File: src/rtl/hb3_multi_if.sv
// hb3_multi_if: bundle of motor-control request and Pmod pin signals for hb3_multi.
// All signals are plain levels sampled on the rising clock edge; there is no
// valid/ready handshake. Requests may change at any time. The driver applies
// them at the next PWM period (speed) or starts a guarded reversal on the next
// clock (direction_control).
interface hb3_multi_if #(
    parameter int CHANNELS = 2,
    parameter int RES      = 8
);
    logic [CHANNELS*RES-1:0] speed;             // channel k at [k*RES +: RES]
    logic [CHANNELS-1:0]     direction_control; // requested direction
    logic [CHANNELS-1:0]     motor_direction;   // direction pin
    logic [CHANNELS-1:0]     motor_enable;      // PWM enable pin
    logic [CHANNELS-1:0]     reversing;         // channel is in dead time

    // Motor-control side
    modport master (
        output speed, direction_control,
        input  motor_direction, motor_enable, reversing
    );

    // Driver side
    modport slave (
        input  speed, direction_control,
        output motor_direction, motor_enable, reversing
    );
endinterface

File: src/rtl/hb3_multi.sv
// hb3_multi: multi-channel H-bridge driver for Pmod HB3-style motor ports.
// A shared prescaler and PWM counter form the timebase. Each channel runs a
// two-state FSM (DRIVE/DEAD). Any direction change is preceded by
// DEAD_CYCLES clocks with enable held low. The per-channel FSM state is
// visible on the reversing output, which is high exactly in DEAD.
// Optional feature macro: HB3_RAMP_EN. When it is defined, the applied duty
// slews toward the request by at most RAMP_STEP per PWM period, and it
// restarts from 0 after each reversal.
module hb3_multi #(
    parameter int CHANNELS    = 2,
    parameter int RES         = 8,
    parameter int PRESCALE    = 1,
    parameter int DEAD_CYCLES = 16,
    parameter int RAMP_STEP   = 4
) (
    input logic        clk,
    input logic        rst,
    hb3_multi_if.slave hb
);
    localparam int PW = (PRESCALE > 1) ? $clog2(PRESCALE) : 1;
    localparam int DW = (DEAD_CYCLES > 1) ? $clog2(DEAD_CYCLES) : 1;
    localparam logic [PW-1:0]  PRE_LAST  = PW'(PRESCALE - 1);
    localparam logic [DW-1:0]  DEAD_LOAD = DW'(DEAD_CYCLES - 1);
    // Last counter value is 2^RES-2, so one period is 2^RES-1 steps. This lets
    // a full-scale duty (2^RES-1) keep the enable high for the whole period.
    localparam logic [RES-1:0] CNT_LAST  = ~RES'(1);

    typedef enum logic {
        DRIVE = 1'b0,
        DEAD  = 1'b1
    } state_t;

    logic [PW-1:0]  pre_q, pre_d;
    logic [RES-1:0] cnt_q, cnt_d;
    logic           tick;
    logic           period_start;

    state_t         state_q [CHANNELS];
    state_t         state_d [CHANNELS];
    logic [DW-1:0]  dead_q  [CHANNELS];
    logic [DW-1:0]  dead_d  [CHANNELS];
    logic [RES-1:0] duty_q  [CHANNELS];
    logic [RES-1:0] duty_d  [CHANNELS];
    logic [CHANNELS-1:0] dir_q, dir_d;
    logic [CHANNELS-1:0] en_q, en_d;
    logic [CHANNELS-1:0] rev;

`ifdef HB3_RAMP_EN
    localparam logic [RES-1:0] STEP_V = RES'(RAMP_STEP);

    // One slew step toward the target. It lands exactly on the target when
    // the target is within one step, so the duty never overshoots.
    function automatic logic [RES-1:0] ramp_duty(input logic [RES-1:0] cur,
                                                 input logic [RES-1:0] tgt);
        logic [RES-1:0] r;
        if (tgt > cur) begin
            r = ((tgt - cur) > STEP_V) ? (cur + STEP_V) : tgt;
        end else begin
            r = ((cur - tgt) > STEP_V) ? (cur - STEP_V) : tgt;
        end
        return r;
    endfunction
`else
    // The slew step only exists in the ramped build.
    logic unused_ramp_step;
    assign unused_ramp_step = (RAMP_STEP != 0);
`endif

    // Timebase next state: prescaler wrap gives tick; the PWM counter steps on tick
    always_comb begin
        tick         = (pre_q == PRE_LAST);
        pre_d        = tick ? '0 : (pre_q + 1'b1);
        period_start = tick && (cnt_q == CNT_LAST);
        cnt_d        = cnt_q;
        if (tick) begin
            cnt_d = (cnt_q == CNT_LAST) ? '0 : (cnt_q + 1'b1);
        end
    end

    // Timebase registers
    always_ff @(posedge clk or posedge rst) begin
        if (rst) begin
            pre_q <= '0;
            cnt_q <= '0;
        end else begin
            pre_q <= pre_d;
            cnt_q <= cnt_d;
        end
    end

    // Per-channel FSM next state, duty update and registered pin values
    always_comb begin
        for (int k = 0; k < CHANNELS; k++) begin
            state_d[k] = state_q[k];
            dead_d[k]  = dead_q[k];
            duty_d[k]  = duty_q[k];
            dir_d[k]   = dir_q[k];
            en_d[k]    = 1'b0;

            if (period_start) begin
`ifdef HB3_RAMP_EN
                duty_d[k] = ramp_duty(duty_q[k], hb.speed[k*RES +: RES]);
`else
                duty_d[k] = hb.speed[k*RES +: RES];
`endif
            end

            case (state_q[k])
                DRIVE: begin
                    if (hb.direction_control[k] != dir_q[k]) begin
                        state_d[k] = DEAD;
                        dead_d[k]  = DEAD_LOAD;
`ifdef HB3_RAMP_EN
                        duty_d[k]  = '0;
`endif
                    end else begin
                        en_d[k] = (cnt_q < duty_q[k]);
                    end
                end
                DEAD: begin
                    // The direction taken is whatever is requested at expiry,
                    // so a request toggled back mid-dead-time keeps the old one.
                    if (dead_q[k] == '0) begin
                        dir_d[k]   = hb.direction_control[k];
                        state_d[k] = DRIVE;
                    end else begin
                        dead_d[k] = dead_q[k] - 1'b1;
                    end
                end
                default: state_d[k] = DRIVE;
            endcase
        end
    end

    // Per-channel registers
    always_ff @(posedge clk or posedge rst) begin
        if (rst) begin
            for (int k = 0; k < CHANNELS; k++) begin
                state_q[k] <= DRIVE;
                dead_q[k]  <= '0;
                duty_q[k]  <= '0;
            end
            dir_q <= '0;
            en_q  <= '0;
        end else begin
            for (int k = 0; k < CHANNELS; k++) begin
                state_q[k] <= state_d[k];
                dead_q[k]  <= dead_d[k];
                duty_q[k]  <= duty_d[k];
            end
            dir_q <= dir_d;
            en_q  <= en_d;
        end
    end

    // Dead-time flag decoded straight from the FSM state register
    always_comb begin
        rev = '0;
        for (int k = 0; k < CHANNELS; k++) begin
            rev[k] = (state_q[k] == DEAD);
        end
    end

    assign hb.motor_enable    = en_q;
    assign hb.motor_direction = dir_q;
    assign hb.reversing       = rev;
endmodule

File: src/flat_wrapper.sv
// flat-port wrapper written by rule: the top's interface ports become plain ports
module hb3_multi_flat 
#(
    parameter int CHANNELS    = 2,
    parameter int RES         = 8,
    parameter int PRESCALE    = 1,
    parameter int DEAD_CYCLES = 16,
    parameter int RAMP_STEP   = 4
)
  (clk, rst, hb_speed, hb_direction_control, hb_motor_direction, hb_motor_enable, hb_reversing);
  hb3_multi_if #(.CHANNELS(CHANNELS), .RES(RES)) hb_i ();
  input logic clk;
  input logic rst;
  input wire logic [$bits(hb_i.speed)-1:0] hb_speed;
  input wire logic [$bits(hb_i.direction_control)-1:0] hb_direction_control;
  output wire logic [$bits(hb_i.motor_direction)-1:0] hb_motor_direction;
  output wire logic [$bits(hb_i.motor_enable)-1:0] hb_motor_enable;
  output wire logic [$bits(hb_i.reversing)-1:0] hb_reversing;
  assign hb_i.speed = hb_speed;
  assign hb_i.direction_control = hb_direction_control;
  assign hb_motor_direction = hb_i.motor_direction;
  assign hb_motor_enable = hb_i.motor_enable;
  assign hb_reversing = hb_i.reversing;
  hb3_multi #(.CHANNELS(CHANNELS), .RES(RES), .PRESCALE(PRESCALE), .DEAD_CYCLES(DEAD_CYCLES), .RAMP_STEP(RAMP_STEP)) u_core (.clk(clk), .rst(rst), .hb(hb_i));
endmodule
File: config.mk
export PLATFORM = sky130hd
export DESIGN_NAME = hb3_multi_flat
export DESIGN_NICKNAME = d
export VERILOG_FILES = /design/src/rtl/hb3_multi_if.sv /design/src/rtl/hb3_multi.sv /design/src/flat_wrapper.sv
export SDC_FILE = /design/constraint.sdc
export NUM_CORES = 1
export LEC_CHECK = 0
export ABC_AREA = 1
export ABC_CLOCK_PERIOD_IN_PS = 3100
export BUFFER_PORTS_ARGS = -buffer_cell sky130_fd_sc_hd__buf_2
export CAP_MARGIN = 20
export CELL_PAD_IN_SITES_DETAIL_PLACEMENT = 1
export CELL_PAD_IN_SITES_GLOBAL_PLACEMENT = 1
export CORE_AREA = 2 2 61 85
export CTS_CLUSTER_SIZE = 16
export DETAILED_ROUTE_END_ITERATION = 6
export DIE_AREA = 0 0 63 87
export HOLD_SLACK_MARGIN = 0.05
export PLACE_DENSITY = 0.84
export SLEW_MARGIN = 20
export SYNTH_ARGS = -nofsm -noshare
export SYNTH_HDL_FRONTEND = slang
export SYNTH_SLANG_ARGS = --single-unit
File: constraint.sdc
create_clock -name clk -period 3.1 [get_ports clk]
set_input_delay 0.62 -clock clk [delete_from_list [all_inputs] [get_ports clk]]
set_output_delay 0.62 -clock clk [all_outputs]
set_load 0.03 [all_outputs]
# Yosys cells after proc, flatten, opt, wreduce, memory -nomap -nowiden
# Cells that the tools add are included.
[classes]
n_addsub = 4
n_lt_le_gt_ge = 2
eq_ne = 7
muxes = 18
bitwise = 3
n_reduce_logical = 7
[op_table]
columns = ["cell", "n"]
rows = [
  ["$lt A8 B8 Y1", 2],
  ["$mux W4", 4],
  ["$pmux W4 S2", 2],
  ["$mux W1", 9],
  ["$add A8 B1 Y8 const B", 1],
  ["$eq A8 B8 Y1 const B", 1],
  ["$logic_not A4 Y1", 2],
  ["$mux W8", 1],
  ["$reduce_and A2 Y1", 4],
  ["$sub A4 B1 Y4 const B", 2],
  ["$ne A2 B1 Y1 const B", 2],
  ["$ne A2 B2 Y1 const B", 2],
  ["$pmux W1 S2", 2],
  ["$not A1 Y1", 3],
  ["$ne A1 B1 Y1", 2],
  ["$add A1 B1 Y1 const B", 1],
  ["$logic_and A1 B1 Y1", 1],
]
[totals]
register_bits = 39
input_bits = 20
output_inout_bits = 6

# Longest topological paths before layout
# Gate-level depths: netlist (run 1).
[logic_depth]
word_depth = 3
ltp_mapped = 9
ltp_nobuf = 9

# Worst setup path before layout (run 1)
# No wires, ideal clock.
[synth_timing]
kind = "register to register"
from = "register u_core.cnt_q[0]"
to = "register u_core.duty_q[11] (netlist name)"
arrival_ns = 1.228
t_required_ns = 2.982
setup_slack_ns = 1.754
path_stages_with_launch = 9
cell_sequence = "dfrtp_1 inv_1 ha_1 nand2_1 nor2_4 nand3_4 inv_6 buf_6 o21ai_2"
[synth_via]
elab_chain_len = 2
[synth_rtl]
columns = ["element", "line_no", "text"]
rows = [
  ["start: declaration", "hb3_multi.sv:34", "logic [RES-1:0] cnt_q, cnt_d;"],
  ["start signal: assignment", "hb3_multi.sv:87", "cnt_q <= cnt_d;"],
  ["$eq A8 B8 Y1", "hb3_multi.sv:73", "period_start = tick && (cnt_q == CNT_LAST);"],
  ["$logic_and A1 B1 Y1", "hb3_multi.sv:73", ""],
  ["end signal: indexed assignment", "hb3_multi.sv:149", "duty_q[k] <= duty_d[k];"],
  ["end: declaration", "hb3_multi.sv:42", "logic [RES-1:0] duty_q [CHANNELS];"],
]
# No other way between the ends.
# A chain may end at the register's enable or synchronous reset.

# Worst setup path in the final report (run 1)
[layout_timing]
from = "register u_core.cnt_q[0]"
to = "register u_core.duty_q[3] (netlist name)"
# Same word-level chain as after synthesis.

==> summary.md, run 1 <==
| Metric | Value |
|---|---|
| Number of global-route vias before repair | 1824 |
| Reg2Reg Depth | 8 |
| Critical path peak fanout | 35 |
| Initial core utilization | 0.4491 |
| Detail-routed via count per cell | 4.834 |
| CP Capture Point | u_core.duty_q[3] |
| Clk sinks | 38 |
| Final setup viols | 0 |
| Critical path cell sequence | inv_1, ha_1, nand2_1, nor2_4, nand3_4, inv_6, nand2_1, o21ai_2 |
| Fill cell count | slightly above 600 |
| N_diodes | 0 |
| Yosys top cell by area | dfrtp_1 |
| Seq cells post-synth | 38 |
| Worst-Skew Late Latency | around 0.3 ns |
| Clock Skews | 0.008613 ns |
| DR iter-0 viols | 20 |
| Count of buffers from port buffering | 25 |
| Clk buf depth | 2 |
| Worst setup path class | flip-flop to flip-flop |
| CP Data Required Time | roughly 3.3 ns |
| Sequential-to-total area share from yosys stat | 0.4442 |
| Worst-margin pin slew | around 0.76 ns |
| Crit path largest cell delay | between 0.4 and 0.5 ns |
| Hold_ws | 0.4426 ns |
| Power density cells | around 670 mW/mm2 |
| Reg2reg end | u_core.duty_q[3] |
| Core area | roughly 0.0048 mm2 |
| Max Freq | approximately 620 MHz |
| Most frequent cells after synthesis | nand2_1, inv_1, dfrtp_1 |
| Initial antenna violation count | 0 |
| Die width | about 63 um |
| Post-DR wirelength/cell | approximately 13 um |
| Sequential cell area | roughly 950 um2 |
| Cell repeated most along the worst path | nand2_1 |
| Type of the tightest min-delay check | primary input to asynchronous set/reset pin |
| Grt ovf | 0 |
| RePlAce Congestion | 0.8024 |
| Synth cell types | 23 |
| Clock transition at path regs | approximately 0.080 ns |
| Cells after synthesis | between 200 and 300 |
| DP Wirelength | 3330 um |
| Post-CTS sizing | 0 |
| Ys async rst share | 1.000 |
| Syn-to-layout area delta | 14.79% |
| Outcome | finished clean |
| VDD IR-drop max | ~0.38 mV |
| Top cells by area, synth | dfrtp_1, nand2_1, ha_1 |
| CTS tree | done |
| Setup TNS | 0 ns |
| Yosys warning total | 0 |
| Average size of a mapped cell | roughly 8.4 um2 |
| Post-synth EDFFs | 0 |
| CP Launch Type | flip-flop |
| Largest net degree at the start of global routing | 36 |
| Crit-path slowest cell | dfrtp_1 |
| Post-synth net total | roughly 290 |
| Static leakage | between 1 and 1.5 nW |
| Relative slew margins | 0.4944 |
| Unrepaired setup endpoints after global routing | false |
| CTS Buf Count | 5 |
| Hold bufs inserted after CTS | 0 |
| R2R setup slack | roughly 1.5 ns |
| Die area | ~0.0055 mm2 |
| Post-CTS Setup Inserts | 0 |
| Synth Cell Area | 0.002141 mm2 |
| Clk root buf | clkbuf_8 |
| Worst Setup End Kind | flip-flop |
| Vias | 1692 |
| Ys flop type | dfrtp_1 |
| Period utilization | 0.5193 |
| Pre-antenna DRT Iters | 3 |
| Multi-input logic area | approximately 980 um2 |
| Crit path DAT | approximately 1.8 ns |
| Num ports | 26 |
| Wirelength, routed | around 4400 um |
| Reg2Reg Launch Point | u_core.cnt_q[0] |
| Row count | 30 |
| Layout cells sized above 1 | 0.2063 |
| First-pass GRT wire length | just under 8000 um |
| Drt drc | 0 |
| Most frequent cell after synthesis | nand2_1 |
| Number of max-cap violations | 0 |
| Final nets | between 300 and 400 |
| Tmin final | between 1.5 and 2 ns |
| Final Hold Violating Endpoints | 0 |
| Final Max Slew Viols | 0 |
| Tot GR Track Use | 0.1848 |
| Die height | 87 um |
| H-tree Lvls | 2 |
| CP Launch Point | u_core.cnt_q[0] |
| Final ANT Viol Nets | 0 |
| Top cell type's share of synthesized area | 0.4442 |
[sequential cells by signal, indices dropped and copies added (netlist names)]
register and count:
u_core.hb.reversing 2, u_core.hb.motor_enable 2, u_core.cnt_q 8, u_core.dead_q 8, u_core.duty_q 16, u_core.hb.motor_direction 2
[worst min-delay path by stage]
stage | startpoint | end | slack (ns)
3_5_place_dp | u_core.duty_q[0] | u_core.duty_q[0] | 0.48
6_report | rst | u_core.cnt_q[5] | 0.44
2_1_floorplan | u_core.cnt_q[0] | u_core.cnt_q[0] | 0.45
3_3_place_gp | u_core.cnt_q[0] | u_core.cnt_q[0] | 0.47
4_1_cts | rst | u_core.cnt_q[5] | 0.47
5_1_grt | rst | u_core.cnt_q[5] | 0.51
[cell type report]
class | instances | share of cell area
multi-input cells | 171 | 0.3992
flip-flops and latches | 38 | 0.3870
inverters | 42 | 0.06619
repair buffers | 27 | 0.05703
clock buffers | 6 | 0.03360
well taps | 64 | 0.03259
clock inverters | 2 | 0.02444
[cell families after synthesis]
group                    after synthesis  share of synthesized area
AND/OR/NAND/NOR                      113                     0.2244
buffers and inverters                 45                    0.09760
flip-flops                            38                     0.4442
AO/OA/AOI/OAI                         36                     0.1087
adder cells (fa/ha/maj)               20                     0.1169
XOR/XNOR                               2                   0.008184
[worst max-delay path: cells and delay by family, from the launching register on]
kind | cells | cell delay [ns]
and+or+nand+nor | 4 | 0.47
adders and majority gates | 1 | 0.17
DFF | 1 | 0.41
buffers and inverters | 2 | 0.40
AOI/OAI and AO/OA | 1 | 0.08
[report_power, final]
group | internal [mW] | switching, mW
clock | 0.343 | 0.184
sequential | 0.587 | 0.0446
combinational | 0.158 | 0.327
total | 1.09 | 0.556
[metrics by stage]
| step | instance area [um2] | util | std cells | worst slack, ns | power (mW) |
|---|---|---|---|---|---|
| after floorplan | 2141 | - | 254 | 1.619 | 0.9956 |
| after global placement | 2315 | 0.4856 | 342 | 1.618 | 1.106 |
| after detailed placement | 2315 | 0.4856 | 342 | 1.513 | 1.130 |
| after CTS | 2457 | 0.5155 | 350 | 1.477 | 1.661 |
| after global routing | 2457 | 0.5155 | 350 | 1.349 | 1.769 |
| final | 2457 | 0.5155 | 350 | 1.490 | 1.644 |
[layer usage]
metal | track usage | part of all wire
met3 | 0.03493 | 0.026
met5 | 0 | 0
met2 | 0.3482 | 0.55
met1 | 0.1985 | 0.40
met4 | 0.08283 | 0.021
[cell usage in the layout (no fill, tap or decap), drive strengths merged]
cell type / netlist / final
or2: 2 / 2
nand4: 2 / 2
nor2: 16 / 16
a21oi: 7 / 7
xor2: 1 / 1
dfrtp: 38 / 38
nand3: 13 / 13
o21ai: 28 / 28
bufinv: 0 / 2
nand2: 80 / 80
ha: 20 / 20
clkbuf: 0 / 6
inv: 42 / 42
a31o: 1 / 1
xnor2: 1 / 1
buf: 3 / 27
(Power assumes the default switching activity.)
==> run 2: changes to the inputs <==
ABC_CLOCK_PERIOD_IN_PS = 1500   (was 3100)
CORE_AREA = 2 2 63 89   (was 2 2 61 85)
DIE_AREA = 0 0 65 91   (was 0 0 63 87)
PLACE_DENSITY = 0.79   (was 0.84)
clock period = 1.5 ns   (was 3.1 ns; I/O delays follow)
==> run 2 against run 1 <==
Via count is 2.0% higher. Hold slack got worse by 0.33 ns. Register-to-register slack worse by 1.4 ns. Largest cell class unchanged. Sequential cell count is the same. Maximum frequency increased by 17%. Critical endpoint is now u_core.cnt_q[2]. Cell count increased by 1.4%. Sequential power up 110%. Sequential share of layout area decreased by 0.059 points. Combinational power up 110%. Core utilization decreased by 3.1 points. Power rose by 94%.
==> summary.md, run 2 (same netlist as run 1, synthesis figures left out) <==
| Metric | Value |
|---|---|
| Final setup viols | 0 (unchanged) |
| Final ANT Viol Nets | 0 (unchanged) |
| Unrepaired setup endpoints after global routing | false |
| Finished Layout Cells | 355 (+1.4%) |
| Critical path peak fanout | 5 (-86%) |
| Num ports | 26 (unchanged) |
| Final Util | 0.4844 (-0.03112) |
| Tmin final | 1.374 ns (-0.2357 ns) |
| Clock transition at path regs | 0.08 ns (about the same) |
| Number of global-route vias before repair | 1791 (-1.8%) |
| Power density cells | 1296 mW/mm2 (+94%) |
| CP Data Required Time | 1.66 ns (-1.67 ns) |
| Sequential share of power | 0.411 (+0.027) |
| Largest net degree at the start of global routing | 39 (+8.3%) |
| H-tree Lvls | 2 (unchanged) |
| N_diodes | 0 (unchanged) |
| CTS Buf Count | 5 (unchanged) |
| Die area | 0.005915 mm2 (+7.9%) |
| Crit path DAT | 1.53 ns (-0.31 ns) |
| Worst setup path class | flip-flop to flip-flop |
| Relative slew margins | 0.6660 (+0.1716) |
| Tot GR Track Use | 0.1719 (-0.01291) |
| Most common cell after layout, fill and taps aside | nand2_1 |
| CTS tree | done |
| Clock power share | 0.268 (-0.053) |
| Count of buffers from port buffering | 25 (unchanged) |
| Most flop-heavy register | u_core.duty_q |
| Most frequent cells in the layout | nand2_1, inv_1, dfrtp_1 |
| Final Max Slew Viols | 0 (unchanged) |
| Post-DR wirelength/cell | 12.37 um (-2.3%) |
| Pre-antenna DRT Iters | 3 (unchanged) |
| Power, Total | 3.191 mW (+94%) |
| Gr busiest metal | met2 |
| DR iter-0 viols | 53 (+170%) |
| Max Freq | 727.8 MHz (+17%) |
| Grt ovf | 0 (unchanged) |
| CP Launch Type | flip-flop |
| DP Wirelength | 3307 um (-0.68%) |
| Number of max-cap violations | 0 (unchanged) |
| Type of the tightest min-delay check | primary input to asynchronous set/reset pin |
| Crit path largest cell delay | 0.38 ns (-0.03 ns) |
| RePlAce Congestion | 0.7760 (-3.3%) |
| Detail-routed via count per cell | 4.859 (+0.51%) |
| Grt met3 use | 0.03346 (-0.001472) |
| Final nets | 328 (+0.92%) |
| Hold_ws | 0.1129 ns (-0.3297 ns) |
| Syn-to-layout area delta | 14.96% |
| Pint | 2.035 mW (+87%) |
| Row count | 31 (+3.3%) |
| Core area | 0.005081 mm2 (+6.6%) |
| Setup TNS | 0 ns (unchanged) |
| Clk sinks | 38 (unchanged) |
| M2 GR Usage | 0.3076 (-0.04060) |
| Clk buf depth | 2 (unchanged) |
| Final Hold Violating Endpoints | 0 (unchanged) |
| Sw frac | 0.3622 (+0.02374) |
| Drt drc | 0 (unchanged) |
| First-pass GRT wire length | 7845 um (-0.70%) |
| Clock Skews | 0.008423 ns (-0.0001897 ns) |
| VDD IR-drop max | 0.7561 mV (+100%) |
| Layout cells sized above 1 | 0.2215 (+0.01516) |
| Wirelength, routed | 4391 um (-0.86%) |
| Clk root buf | clkbuf_8 |
| Worst-margin pin slew | 0.5011 ns (-0.2565 ns) |
| Vias | 1725 (+2.0%) |
| Critical path cell sequence | inv_1, ha_1, nand2_1, nor2_4, nand3_4, buf_4, o21ai_0, a21oi_1 |
| Switching pwr | 1.156 mW (+110%) |
| Comb power frac | 0.320 (+0.025) |
| Outcome | finished clean |
| Worst-Skew Late Latency | 0.29 ns (about the same) |
| Period utilization | 0.9160 (+0.3967) |
| Crit-path slowest cell | dfrtp_1 |
| Die height | 91 um (+4.6%) |
| GR Util met1 | 0.1883 (-0.01020) |
| Initial antenna violation count | 0 (unchanged) |
| Initial core utilization | 0.4213 (-0.02776) |
| Die width | 65 um (+3.2%) |
| CP delay by family, top | flip-flops |
| Max reg flops | 16 (unchanged) |
| Bufs and invs on worst path | 2 (unchanged) |
| Worst Setup End Kind | flip-flop |
| Dpl cells | 347 (+1.5%) |
| Static leakage | 1.367 nW (+0.33%) |
| Largest regs | u_core.duty_q x16, u_core.cnt_q x8, u_core.dead_q x8 |
run 2: layout make-up:
| type | instances | area [um2] |
|---|---|---|
| Fill cell | 622 | 2620 |
| Clock buffer | 5 | 68.82 |
| Sequential cell | 38 | 950.9 |
| Multi-Input combinational cell | 171 | 985.9 |
| Tap cell | 66 | 82.58 |
| Timing Repair Buffer | 30 | 162.7 |
| Inverter | 42 | 170.2 |
| Clock inverter | 3 | 40.04 |
run 2: metrics by stage:
stage	instance area [um2]	worst slack [ns]
floorplan	2141	0.1541
global placement	2340	0.1153
detailed placement	2340	0.06007
CTS	2449	0.04809
global route	2461	0.001775
finish	2461	0.1260
run 2: path summary, 6_finish.rpt:
| path | startpoint | endpoint | slack [ns] | depth (start not counted) |
|---|---|---|---|---|
| max | u_core.cnt_q[0] | u_core.cnt_q[2] | 0.13 | 8 |
| min | rst | u_core.hb.motor_direction[0] | 0.11 | 3 |
| max reg2reg | u_core.cnt_q[0] | u_core.cnt_q[2] | 0.13 | 8 |
| min reg2reg | u_core.duty_q[8] | u_core.duty_q[8] | 0.49 | 2 |
| max in group asynchronous | rst | u_core.duty_q[3] | 1.03 | 3 |
| min in group clk | hb_speed[12] | u_core.duty_q[4] | 0.21 | 3 |
run 2: layer usage:
| layer | vias to the layer above | share of wire |
|---|---|---|
| li1 | 864 | - |
| met1 | 828 | 0.40 |
| met2 | 24 | 0.55 |
| met3 | 9 | 0.024 |
| met4 | 0 | 0.023 |
| met5 | - | 0 |
run 2: power groups by stage:
| stage | Sequential (mW) | Clock [mW] | Combinational [mW] |
|---|---|---|---|
| floorplan | 1.45 | 0 | 0.612 |
| global placement | 1.32 | 0 | 0.965 |
| detailed placement | 1.34 | 0 | 1.02 |
| CTS | 1.32 | 0.898 | 1.02 |
| global route | 1.33 | 0.941 | 1.18 |
| finish | 1.31 | 0.857 | 1.02 |
run 2: repair_timing:
item,CTS,global route
resized for setup,0,4
endpoints found under the setup margin,0,22
hold buffers,0,0
hold endpoints to repair,0,0
setup buffers,0,0
run 2: worst min-delay path: stages:
cell and delay [ns]:
buf_2 0.10, inv_1 0.04, buf_4 0.41
==> run 3: changes to the inputs <==
RECOVER_POWER = 50   (was not set)
==> run 3 against run 2 <==
Non-clock buffer count unchanged. Hold slack better by 0.098 ns. Power about the same. Count of clock-buffer cells in the layout unchanged. Global-route usage unchanged. Clock power about the same.
==> summary.md, run 3 (same netlist as run 1, synthesis figures left out) <==
| Metric | Value |
|---|---|
| Outcome | finished clean |
| CP Data Required Time | 1.66 ns (about the same) |
| Max Freq | 727.8 MHz (unchanged) |
| Grt ovf | 0 (unchanged) |
| Clk buf depth | 2 (unchanged) |
| Bufs and invs on worst path | 2 (unchanged) |
| Number of max-cap violations | 0 (unchanged) |
| Layout cells sized above 1 | 0.2180 (-0.003460) |
| First-pass GRT wire length | 7845 um (unchanged) |
| Die height | 91 um (unchanged) |
| CTS tree | done |
| Clock transition at path regs | 0.08 ns (about the same) |
| Pre-antenna DRT Iters | 3 (unchanged) |
| CTS Buf Count | 5 (unchanged) |
| Die width | 65 um (unchanged) |
| Crit path largest cell delay | 0.38 ns (about the same) |
| Final Hold Violating Endpoints | 0 (unchanged) |
| Crit path DAT | 1.53 ns (about the same) |
| Worst setup path class | flip-flop to flip-flop |
| Num ports | 26 (unchanged) |
| N_diodes | 0 (unchanged) |
| Most flop-heavy register | u_core.duty_q |
| Final Util | 0.4836 (-0.0007380) |
| Initial core utilization | 0.4213 (unchanged) |
| Fill cell count | 623 (+0.16%) |
| Unrepaired setup endpoints after global routing | false |
| Period utilization | 0.9160 (unchanged) |
| Worst Setup End Kind | flip-flop |
| Vias | 1725 (unchanged) |
| Largest regs | u_core.duty_q x16, u_core.cnt_q x8, u_core.dead_q x8 |
| Type of the tightest min-delay check | primary input to flip-flop |
| Largest net degree at the start of global routing | 39 (unchanged) |
| Clock Skews | 0.008423 ns (unchanged) |
| Count of buffers from port buffering | 25 (unchanged) |
| Critical path cell sequence | inv_1, ha_1, nand2_1, nor2_4, nand3_4, buf_4, o21ai_0, a21oi_1 |
| Critical path peak fanout | 5 (unchanged) |
| Core area | 0.005081 mm2 (unchanged) |
| Row count | 31 (unchanged) |
| Worst-margin pin slew | 0.9734 ns (+0.4723 ns) |
| VDD IR-drop max | 0.7561 mV (about the same) |
| Tmin final | 1.374 ns (unchanged) |
| Worst-Skew Late Latency | 0.29 ns (about the same) |
| Power density cells | 1297 mW/mm2 (about the same) |
| Post-CTS Setup Inserts | 0 (unchanged) |
| DR iter-0 viols | 53 (unchanged) |
| Number of global-route vias before repair | 1791 (unchanged) |
| Max reg flops | 16 (unchanged) |
| Tot GR Track Use | 0.1719 (unchanged) |
| Final Max Slew Viols | 0 (unchanged) |
| Most frequent cells in the layout | nand2_1, inv_1, dfrtp_1 |
| CP delay by family, top | flip-flops |
| RePlAce Congestion | 0.7760 (unchanged) |
| Hold bufs inserted after CTS | 0 (unchanged) |
| Initial antenna violation count | 0 (unchanged) |
| CP Launch Type | flip-flop |
| Crit-path slowest cell | dfrtp_1 |
| Setup TNS | 0 ns (unchanged) |
| Post-DR wirelength/cell | 12.37 um (about the same) |
| Drt drc | 0 (unchanged) |
| H-tree Lvls | 2 (unchanged) |
| Final setup viols | 0 (unchanged) |
| Die area | 0.005915 mm2 (unchanged) |
| Clk sinks | 38 (unchanged) |
| Relative slew margins | 0.3511 (-0.3149) |
| Post-CTS sizing | 0 (unchanged) |
| Clk root buf | clkbuf_8 |
| Detail-routed via count per cell | 4.859 (unchanged) |
| Wirelength, routed | 4393 um (about the same) |
| Static leakage | 1.363 nW (-0.33%) |
| Most common cell after layout, fill and taps aside | nand2_1 |
| Final ANT Viol Nets | 0 (unchanged) |
| Syn-to-layout area delta | 14.79% |
| Final nets | 328 (unchanged) |
| DP Wirelength | 3307 um (unchanged) |
run 3: changes by cell type in the layout (fill, tap and decap cells not counted):
cell / change
clkbuf_2: +1
clkbuf_1: +1
buf_4: -1
buf_2: -1
run 3: worst min-delay path, cell delays in order:
cell and delay [ns]:
buf_2 0.07, nand2_1 0.05, o21ai_2 0.05
run 3: layer usage:
layer / track usage / up-vias / routed length [um]
li1: - / 864 / -
met1: 0.1883 / 828 / 1750
met2: 0.3076 / 24 / 2437
met3: 0.03346 / 9 / 101
met4: 0.08511 / 0 / 103
met5: 0 / - / 0
run 3: where the power goes:
group          switching (mW)  internal, mW
sequential              0.100          1.21
combinational           0.689         0.329
clock                   0.367         0.490
total                    1.16          2.03
run 3: area by class of cell:
type | instances | area, um2 | area share
flip-flops and latches | 38 | 950.9 | 0.3870
clock inverters | 3 | 40.04 | 0.01629
repair buffers | 30 | 158.9 | 0.06466
clock buffers | 5 | 68.82 | 0.02800
well taps | 66 | 82.58 | 0.03360
inverters | 42 | 170.2 | 0.06925
multi-input cells | 171 | 985.9 | 0.4012
run 3: per-stage QoR:
stage | cell area [um2] | std cells | setup WS (ns) | power [mW] | hold WS, ns
after global placement | 2340 | 347 | 0.1153 | 2.285 | 0.4430
final | 2457 | 355 | 0.1260 | 3.187 | 0.2104
after floorplan | 2141 | 254 | 0.1541 | 2.057 | 0.4039
after global routing | 2457 | 355 | 0.001775 | 3.454 | 0.2051
after CTS | 2449 | 355 | 0.04809 | 3.239 | 0.1273
after detailed placement | 2340 | 347 | 0.06007 | 2.358 | 0.4530
run 3: path summary, 6_finish.rpt:
path / from / end / slack [ns] / cells after the start
worst min-delay path: hb_speed[12] / u_core.duty_q[4] / 0.21 / 3
worst max-delay path: u_core.cnt_q[0] / u_core.cnt_q[2] / 0.13 / 8
worst max register to register: u_core.cnt_q[0] / u_core.cnt_q[2] / 0.13 / 8
worst min register to register: u_core.duty_q[8] / u_core.duty_q[8] / 0.49 / 2
max in group asynchronous: rst / u_core.duty_q[3] / 0.59 / 3
min in group asynchronous: rst / u_core.hb.motor_direction[0] / 0.30 / 3
